[config.mk]
export PLATFORM = sky130hd
export DESIGN_NAME = dbus_responder
export DESIGN_NICKNAME = d
export VERILOG_FILES = /design/src/rtl/dbus_responder_pkg.sv /design/src/rtl/dbus_responder.sv
export SDC_FILE = /design/constraint.sdc
export NUM_CORES = 1
export LEC_CHECK = 0
export ABC_AREA = 1
export CORE_UTILIZATION = 35
export CTS_CLUSTER_SIZE = 16
export DETAILED_ROUTE_END_ITERATION = 6
export MAX_ROUTING_LAYER = met4
export PLACE_DENSITY_LB_ADDON = 0.3
export SYNTH_ARGS = -nofsm -noshare
export SYNTH_HDL_FRONTEND = slang
export SYNTH_SLANG_ARGS = --single-unit
[constraint.sdc]
create_clock -name clk -period 1.9 [get_ports clk]
set_clock_uncertainty 0.05 [all_clocks]
set_input_delay 0.38 -clock clk [delete_from_list [all_inputs] [get_ports clk]]
set_output_delay 0.38 -clock clk [all_outputs]
set_load 0.005 [all_outputs]
[src/rtl/dbus_responder_pkg.sv]
// Shared types for the core's memory stage.
//   m_r_t      : mem-stage result record handed on to write-back.
//   dbus_req_t : one data-bus request as captured by dbus_responder
//                (address, size, byte strobes, store data, write flag).
// The package also provides the size encodings and a helper that maps the
// illegal size code onto a word access.
package common;

  typedef struct packed {
    logic [31:0] pc;
    logic [31:0] result;
    logic [4:0]  wb_addr;
    logic        wb_en;
  } m_r_t;

  typedef struct packed {
    logic [31:0] addr;
    logic [1:0]  size;
    logic [3:0]  strobe;
    logic [31:0] wdata;
    logic        wr;
  } dbus_req_t;

  localparam logic [1:0] SIZE_BYTE    = 2'b00;
  localparam logic [1:0] SIZE_HALF    = 2'b01;
  localparam logic [1:0] SIZE_WORD    = 2'b10;
  localparam logic [1:0] SIZE_ILLEGAL = 2'b11;

  // The illegal size code is issued on the bus as a word access.
  function automatic logic [1:0] legal_size(input logic [1:0] s);
    return (s == SIZE_ILLEGAL) ? SIZE_WORD : s;
  endfunction

endpackage

[src/rtl/dbus_responder.sv]
// dbus_responder: bridges the core's mem-stage load/store request to a
// request/addr_ok/data_ok data bus, one transaction at a time.
// Ports:
//   clk, resetn            clock, synchronous active-low reset
//   flush                  pipeline flush; kills the request in flight
//   ren, wen               load / store request, held until d_data_ok
//   addr, size, strobe,    request attributes from the AGU
//   wdata
//   d_data_ok, rd          completion pulse and raw load data to mem stage
//   busy                   high whenever a transaction is in flight
//   req, wr, bsize, baddr, bus request channel
//   bwdata, bstrb
//   addr_ok, data_ok,      bus handshakes and read data
//   rdata
module dbus_responder
  import common::*;
(
  input  logic        clk,
  input  logic        resetn,
  input  logic        flush,
  input  logic        ren,
  input  logic        wen,
  input  logic [31:0] addr,
  input  logic [1:0]  size,
  input  logic [3:0]  strobe,
  input  logic [31:0] wdata,
  output logic        d_data_ok,
  output logic [31:0] rd,
  output logic        busy,
  output logic        req,
  output logic        wr,
  output logic [1:0]  bsize,
  output logic [31:0] baddr,
  output logic [31:0] bwdata,
  output logic [3:0]  bstrb,
  input  logic        addr_ok,
  input  logic        data_ok,
  input  logic [31:0] rdata
);

  typedef enum logic [1:0] {
    IDLE = 2'd0,
    ADDR = 2'd1,
    DATA = 2'd2
  } state_t;

  state_t    state_q, state_d;
  logic      killed_q, killed_d;
  dbus_req_t lat_q, lat_d;

  always_ff @(posedge clk) begin
    if (!resetn) begin
      state_q  <= IDLE;
      killed_q <= 1'b0;
      lat_q    <= '0;
    end else begin
      state_q  <= state_d;
      killed_q <= killed_d;
      lat_q    <= lat_d;
    end
  end

  always_comb begin
    state_d  = state_q;
    killed_d = killed_q;
    lat_d    = lat_q;
    req      = 1'b0;
    unique case (state_q)
      IDLE: begin
        if ((ren || wen) && !flush) begin
          // A read wins over a simultaneous write; reads carry no store data.
          lat_d.addr   = addr;
          lat_d.size   = legal_size(size);
          lat_d.wr     = !ren;
          lat_d.strobe = ren ? '0 : strobe;
          lat_d.wdata  = ren ? '0 : wdata;
          state_d      = ADDR;
        end
      end
      ADDR: begin
        // The request stays up until accepted even if flushed; the flush
        // only suppresses the eventual completion pulse.
        req = 1'b1;
        if (flush) killed_d = 1'b1;
        if (addr_ok) state_d = DATA;
      end
      DATA: begin
        if (flush) killed_d = 1'b1;
        if (data_ok) begin
          state_d  = IDLE;
          killed_d = 1'b0;
        end
      end
      default: begin
        state_d  = IDLE;
        killed_d = 1'b0;
      end
    endcase
  end

  assign baddr  = lat_q.addr;
  assign bsize  = lat_q.size;
  assign wr     = lat_q.wr;
  assign bwdata = lat_q.wdata;
  assign bstrb  = lat_q.strobe;
  assign busy   = (state_q != IDLE);

  assign d_data_ok = (state_q == DATA) && data_ok && !killed_q && !flush;
  assign rd        = d_data_ok ? rdata : '0;

endmodule

# Word-level counts from Yosys, hierarchy flattened
# Cells that the tools add are included.
dict set report op_classes {
  div 0
  magnitude_cmp 0
  eq_ne 6
  n_shift 0
  reduce_logical 12
  n_mul 0
  addsub 0
  n_bitwise 0
  mux 12
}
# cell n
set op_table {}
lappend op_table {{32-bit 2-to-1 mux} 2}
lappend op_table {{2-bit 2-to-1 mux} 4}
lappend op_table {{2-bit inequality test (second input constant)} 3}
lappend op_table {{2-bit case mux with 3 select lines} 1}
lappend op_table {{2-bit equality test (second input constant)} 2}
lappend op_table {{1-bit logical AND} 4}
lappend op_table {{4-bit 2-to-1 mux} 1}
lappend op_table {{1-bit logical NOT} 3}
lappend op_table {{1-bit 2-to-1 mux} 3}
lappend op_table {{1-bit case mux with 3 select lines} 1}
lappend op_table {{3-bit AND reduction} 1}
lappend op_table {{2-bit by 1-bit equality test with 1-bit output (second input constant)} 1}
lappend op_table {{2-bit logical NOT} 1}
lappend op_table {{2-bit AND reduction} 1}
lappend op_table {{2-bit nonzero test} 1}
lappend op_table {{1-bit logical OR} 1}
dict set report totals {
  rom_bits 0
  latch_bits 0
  output_inout_bits 106
  input_bits 109
  mem_count 0
  ramBits 0
  wordCells 37
  ff_bits 74
}

# Depth between registers and ports, before layout
dict set report depth {
  ltp_word 5
  depth_mapped 8
  ltp_nobuf 8
}

# Least setup slack after synthesis
# OpenSTA, ideal clock, no wires.
dict set report synth_timing {
  kind {input -> output}
  start {input port flush}
  end {output port rd[10]}
  stages 5
  path_buffers 1
  arrival_time_ns 1.166
  path_slack_ns 0.304
  path_cell_list {or2_2 > nor2_1 > inv_1 > buf_2 > nor2_1}
}
dict set report synth_via {
  elab_chain_cells 3
}
# element line
set synth_lines {}
lappend synth_lines {{start, declared} dbus_responder.sv:20} ;# input logic flush,
lappend synth_lines {{1-bit logical NOT} dbus_responder.sv:108} ;# assign d_data_ok = (state_q == DATA) && data_ok && !killed_q && !flush;
lappend synth_lines {{1-bit logical AND} dbus_responder.sv:108}
lappend synth_lines {{named net d_data_ok} dbus_responder.sv:27} ;# output logic d_data_ok,
lappend synth_lines {{32-bit 2-to-1 mux} dbus_responder.sv:109} ;# assign rd = d_data_ok ? rdata : '0;
lappend synth_lines {{end, declared} dbus_responder.sv:28} ;# output logic [31:0] rd,
# The timed path passes the listed nets, and every way through them passes these cells.

# Worst setup path in the final report
dict set report layout_timing {
  start {input port flush}
  end {output port rd[27]}
}
dict set report layout_via {
  elab_chain_cells 3
}
# element line
set layout_lines {}
lappend layout_lines {{1-bit logical NOT} dbus_responder.sv:108}
lappend layout_lines {{1-bit logical AND} dbus_responder.sv:108}
lappend layout_lines {{32-bit 2-to-1 mux} dbus_responder.sv:109}
# No other way between the ends.

==> impl_results.md <==
- Mapped Cells: 416
- Hold-fix buffers, CTS: 0
- Number of CTS-inserted buffers: 9
- Fraction of layout cells with a size suffix above 1: 17.2%
- Pins over their slew limit: 0
- Predominant post-synthesis flop cell: sky130_fd_sc_hd__dfxtp_1
- Number of enable flip-flop cells after synthesis: 0
- Chip width: 94.4 µm
- Worst Tran Pin Value: between 0.3 and 0.4 ns
- Setup repair after global routing missed its margin: true
- Run status: complete, but fails checks
- Reg-to-reg endpoint: bwdata[31]
- Yosys Warn Count: 0
- Worst slack, placed: -0.676 ns
- Final RePlAce weighted congestion: 0.738
- Post-detailed-route via-to-cell ratio: 4.64
- Global-route wire length before repair: ~15000 µm
- DRC marker count from the first detailed-route iteration: 121
- Pin count of the biggest net entering global routing: 48
- Height of the die: 94.4 µm
- CP Data Required Time: around 1.5 ns
- Setup violators final: 24
- Seq cells post-synth: 74
- Start of the worst register-to-register path: state_q[1]
- Library cell with the largest summed area after synthesis: sky130_fd_sc_hd__dfxtp_1
- TritonCTS Sinks: 74
- Area of the die: 8910 µm²
- Unique masters post-synth: 19
- Antenna violations before repair: 0
- Highest attainable clock frequency: between 400 and 500 MHz
- Critical Path Fanout Max: 8
- Antenna diode count: 0
- Gr ovfl total: 0
- Count of placed standard cells in the final layout, fillers left out: 746
- Final routed wire length divided by cell count: roughly 14 µm
- Kind of end point of the critical path: output port
- Row count: 33
- Start point of the worst hold path: wr
- Starting density of the core: 36.2%
- Cell at the root of the clock tree: sky130_fd_sc_hd__clkbuf_8
- Nets@finish: 750
- Number of routed nets with antenna violations: 0
- Remaining max-slew budget at the tightest pin: between 70% and 80%
- Largest vdd supply drop: 561 µV
- Most frequently used cell type in the post-synthesis netlist: sky130_fd_sc_hd__nor2_1
- Hold depth: 2
- Failing checks: negative setup slack
- Number of port buffers: 214
- Top cells by area, synth: sky130_fd_sc_hd__dfxtp_1 (50%), sky130_fd_sc_hd__nor2_1 (12%), sky130_fd_sc_hd__a21oi_1 (7.0%), sky130_fd_sc_hd__nand2_1 (6.7%), sky130_fd_sc_hd__nand3_1 (6.2%)
- Yosys top cell area share: between 40 and 50%
- Final HPWL DP: 7030 µm
- Ratio of final minimum period to clock period: 107%
- DR pass1 iterations: 4
- Part of the Yosys area used for sequential elements: 49.6%
- Remaining DRCs: 0
- Final standard cell utilization of the core: 68.9%
- Area of the core: roughly 8300 µm²
- Max-cap violation count: 0
- H-Tree Level Count: 3
- FF-to-FF setup slack: 0.24 ns
- Period minus WS final: 2.04 ns
- Total power: 3.82 mW
- Areal power density over the cells: 672 nW/µm²
- Mean instance size in the synthesized netlist: 7.19 µm²
- Clock tree from TritonCTS: built
- Top cell types by occurrence after synthesis: sky130_fd_sc_hd__nor2_1 (98), sky130_fd_sc_hd__dfxtp_1 (74), sky130_fd_sc_hd__nand2_1 (53)
- Worst reg2reg path depth: 8
- Final Hold Viols: 0
- Num ports: roughly 220
- Class of the worst hold path: reg2reg
- Number of placed cells counting well taps: 724
- Data arrival time of the worst path: ~1.6 ns
- Startpoint class of the critical path: input pin
- Buffers from clock root to sink, at most: 2
- Netlist area before placement: 2990 µm²
- Async set or reset register ratio after synthesis: 0%
- P&R area growth vs syn: 90.3%
- Clock-pin slew on the worst setup and hold paths: 0.07 ns
- DR vias: roughly 3500
- Crit Path Category: in2out
- GRT Resource Usage Total: 22.9%
- Worst Slack Setup Final: -0.139 ns
- Vias in the first global route: 3230
- Clk_lat worst skew: 0.34 ns
- P_leak: ~2.4 nW
- Hold Crit Endpoint: wr
- Synthesized net count: 529
- DRT Wirelength: about 10000 µm
==> report_power, final <==
part	total (mW)	switching (mW)	leakage (nW)	internal (mW)
Clock	1.20	0.566	0.0941	0.630
Combinational	0.909	0.380	1.70	0.529
Sequential	1.72	0.0553	0.608	1.66
Total	3.82	1.00	2.41	2.82
==> how the worst max path moves through the flow <==
stage	start	end
after floorplan	flush	rd[10]
final	flush	rd[27]
after CTS	state_q[0]	rd[30]
after global placement	flush	rd[24]
after detailed placement	flush	rd[4]
after global routing	state_q[0]	rd[12]
==> cell usage in the layout (no fill, tap or decap) <==
| cell type | instances |
|---|---|
| sky130_fd_sc_hd__clkdlybuf4s50_1 | 177 |
| sky130_fd_sc_hd__nor2_1 | 72 |
| sky130_fd_sc_hd__dfxtp_1 | 71 |
| sky130_fd_sc_hd__nand2_1 | 52 |
| sky130_fd_sc_hd__a21oi_1 | 42 |
| sky130_fd_sc_hd__inv_1 | 39 |
| sky130_fd_sc_hd__nand3_1 | 37 |
| sky130_fd_sc_hd__buf_2 | 31 |
| sky130_fd_sc_hd__nor2_4 | 24 |
| sky130_fd_sc_hd__o21ai_0 | 17 |
| sky130_fd_sc_hd__o21ai_1 | 16 |
| sky130_fd_sc_hd__buf_4 | 13 |
| sky130_fd_sc_hd__clkbuf_8 | 10 |
| sky130_fd_sc_hd__buf_12 | 8 |
| sky130_fd_sc_hd__inv_2 | 3 |
| sky130_fd_sc_hd__nor2_2 | 3 |
| sky130_fd_sc_hd__ha_1 | 3 |
| sky130_fd_sc_hd__dlygate4sd2_1 | 3 |
| sky130_fd_sc_hd__dfxtp_2 | 3 |
| sky130_fd_sc_hd__clkinvlp_4 | 2 |
| sky130_fd_sc_hd__clkinv_2 | 2 |
| sky130_fd_sc_hd__buf_16 | 2 |
| sky130_fd_sc_hd__clkbuf_2 | 2 |
| sky130_fd_sc_hd__nand2_4 | 1 |
| sky130_fd_sc_hd__or2_4 | 1 |
| sky130_fd_sc_hd__inv_4 | 1 |
| sky130_fd_sc_hd__o211ai_4 | 1 |
| sky130_fd_sc_hd__clkinv_1 | 1 |
| sky130_fd_sc_hd__nand4_1 | 1 |
| sky130_fd_sc_hd__ha_4 | 1 |
| sky130_fd_sc_hd__bufinv_16 | 1 |
| sky130_fd_sc_hd__buf_6 | 1 |
==> metrics by stage <==
step	TNS, ns	instance area [µm²]	hold slack, ns
after floorplan	0	2990	0.382
after global placement	-20.01	5340	0.392
after detailed placement	-20.75	5340	0.404
after CTS	-2.37	5580	0.415
after global routing	-3.96	5690	0.432
final	-2.06	5690	0.411
==> worst max-delay path, stage by stage <==
cell and delay [ns]:
sky130_fd_sc_hd__dlygate4sd2_1 0.27, sky130_fd_sc_hd__or2_4 0.28, sky130_fd_sc_hd__nor2_4 0.14, sky130_fd_sc_hd__inv_4 0.07, sky130_fd_sc_hd__buf_12 0.13, sky130_fd_sc_hd__buf_16 0.15, sky130_fd_sc_hd__nor2_4 0.07, sky130_fd_sc_hd__buf_2 0.12
==> final cells by class <==
| class | instances | area [µm²] |
|---|---|---|
| inverter | 44 | 168 |
| timing repair buffer | 237 | 2290 |
| clock inverter | 5 | 55.1 |
| clock buffer | 10 | 138 |
| fill | 683 | 2570 |
| sequential | 74 | 1490 |
| tap | 105 | 131 |
| multi-input combinational | 271 | 1430 |
==> layer usage <==
| layer | up-vias | track usage [%] | share of wire [%] | wire length, µm |
|---|---|---|---|---|
| li1 | 1745 | - | - | - |
| met1 | 1563 | 23.7 | 37 | 3870 |
| met2 | 132 | 40.6 | 52 | 5390 |
| met3 | 20 | 6.36 | 8.0 | 822 |
| met4 | 0 | 9.49 | 2.5 | 257 |
| met5 | - | - | 0 | 0 |
==> registers in the layout (all words and copies together), names as in the netlist <==
register and cells:
bwdata 32, killed_q 1, wr 1, bstrb 4, bsize 2, baddr 32
state_q 2
==> kinds of logic after synthesis <==
| family | synth area share [%] |
|---|---|
| fa+ha+maj | 1.67 |
| compound gates | 13.0 |
| flops | 49.6 |
| buf+inv | 9.84 |
| simple gates | 26.0 |
==> timing repair <==
item | CTS | global route
setup endpoints to repair | 35 | 34
buffers inserted | 4 | 1
resized for setup | 161 | 36
cloned | 3 | 0
pin swaps | 5 | 0
Power figures use the tool's default switching activity.
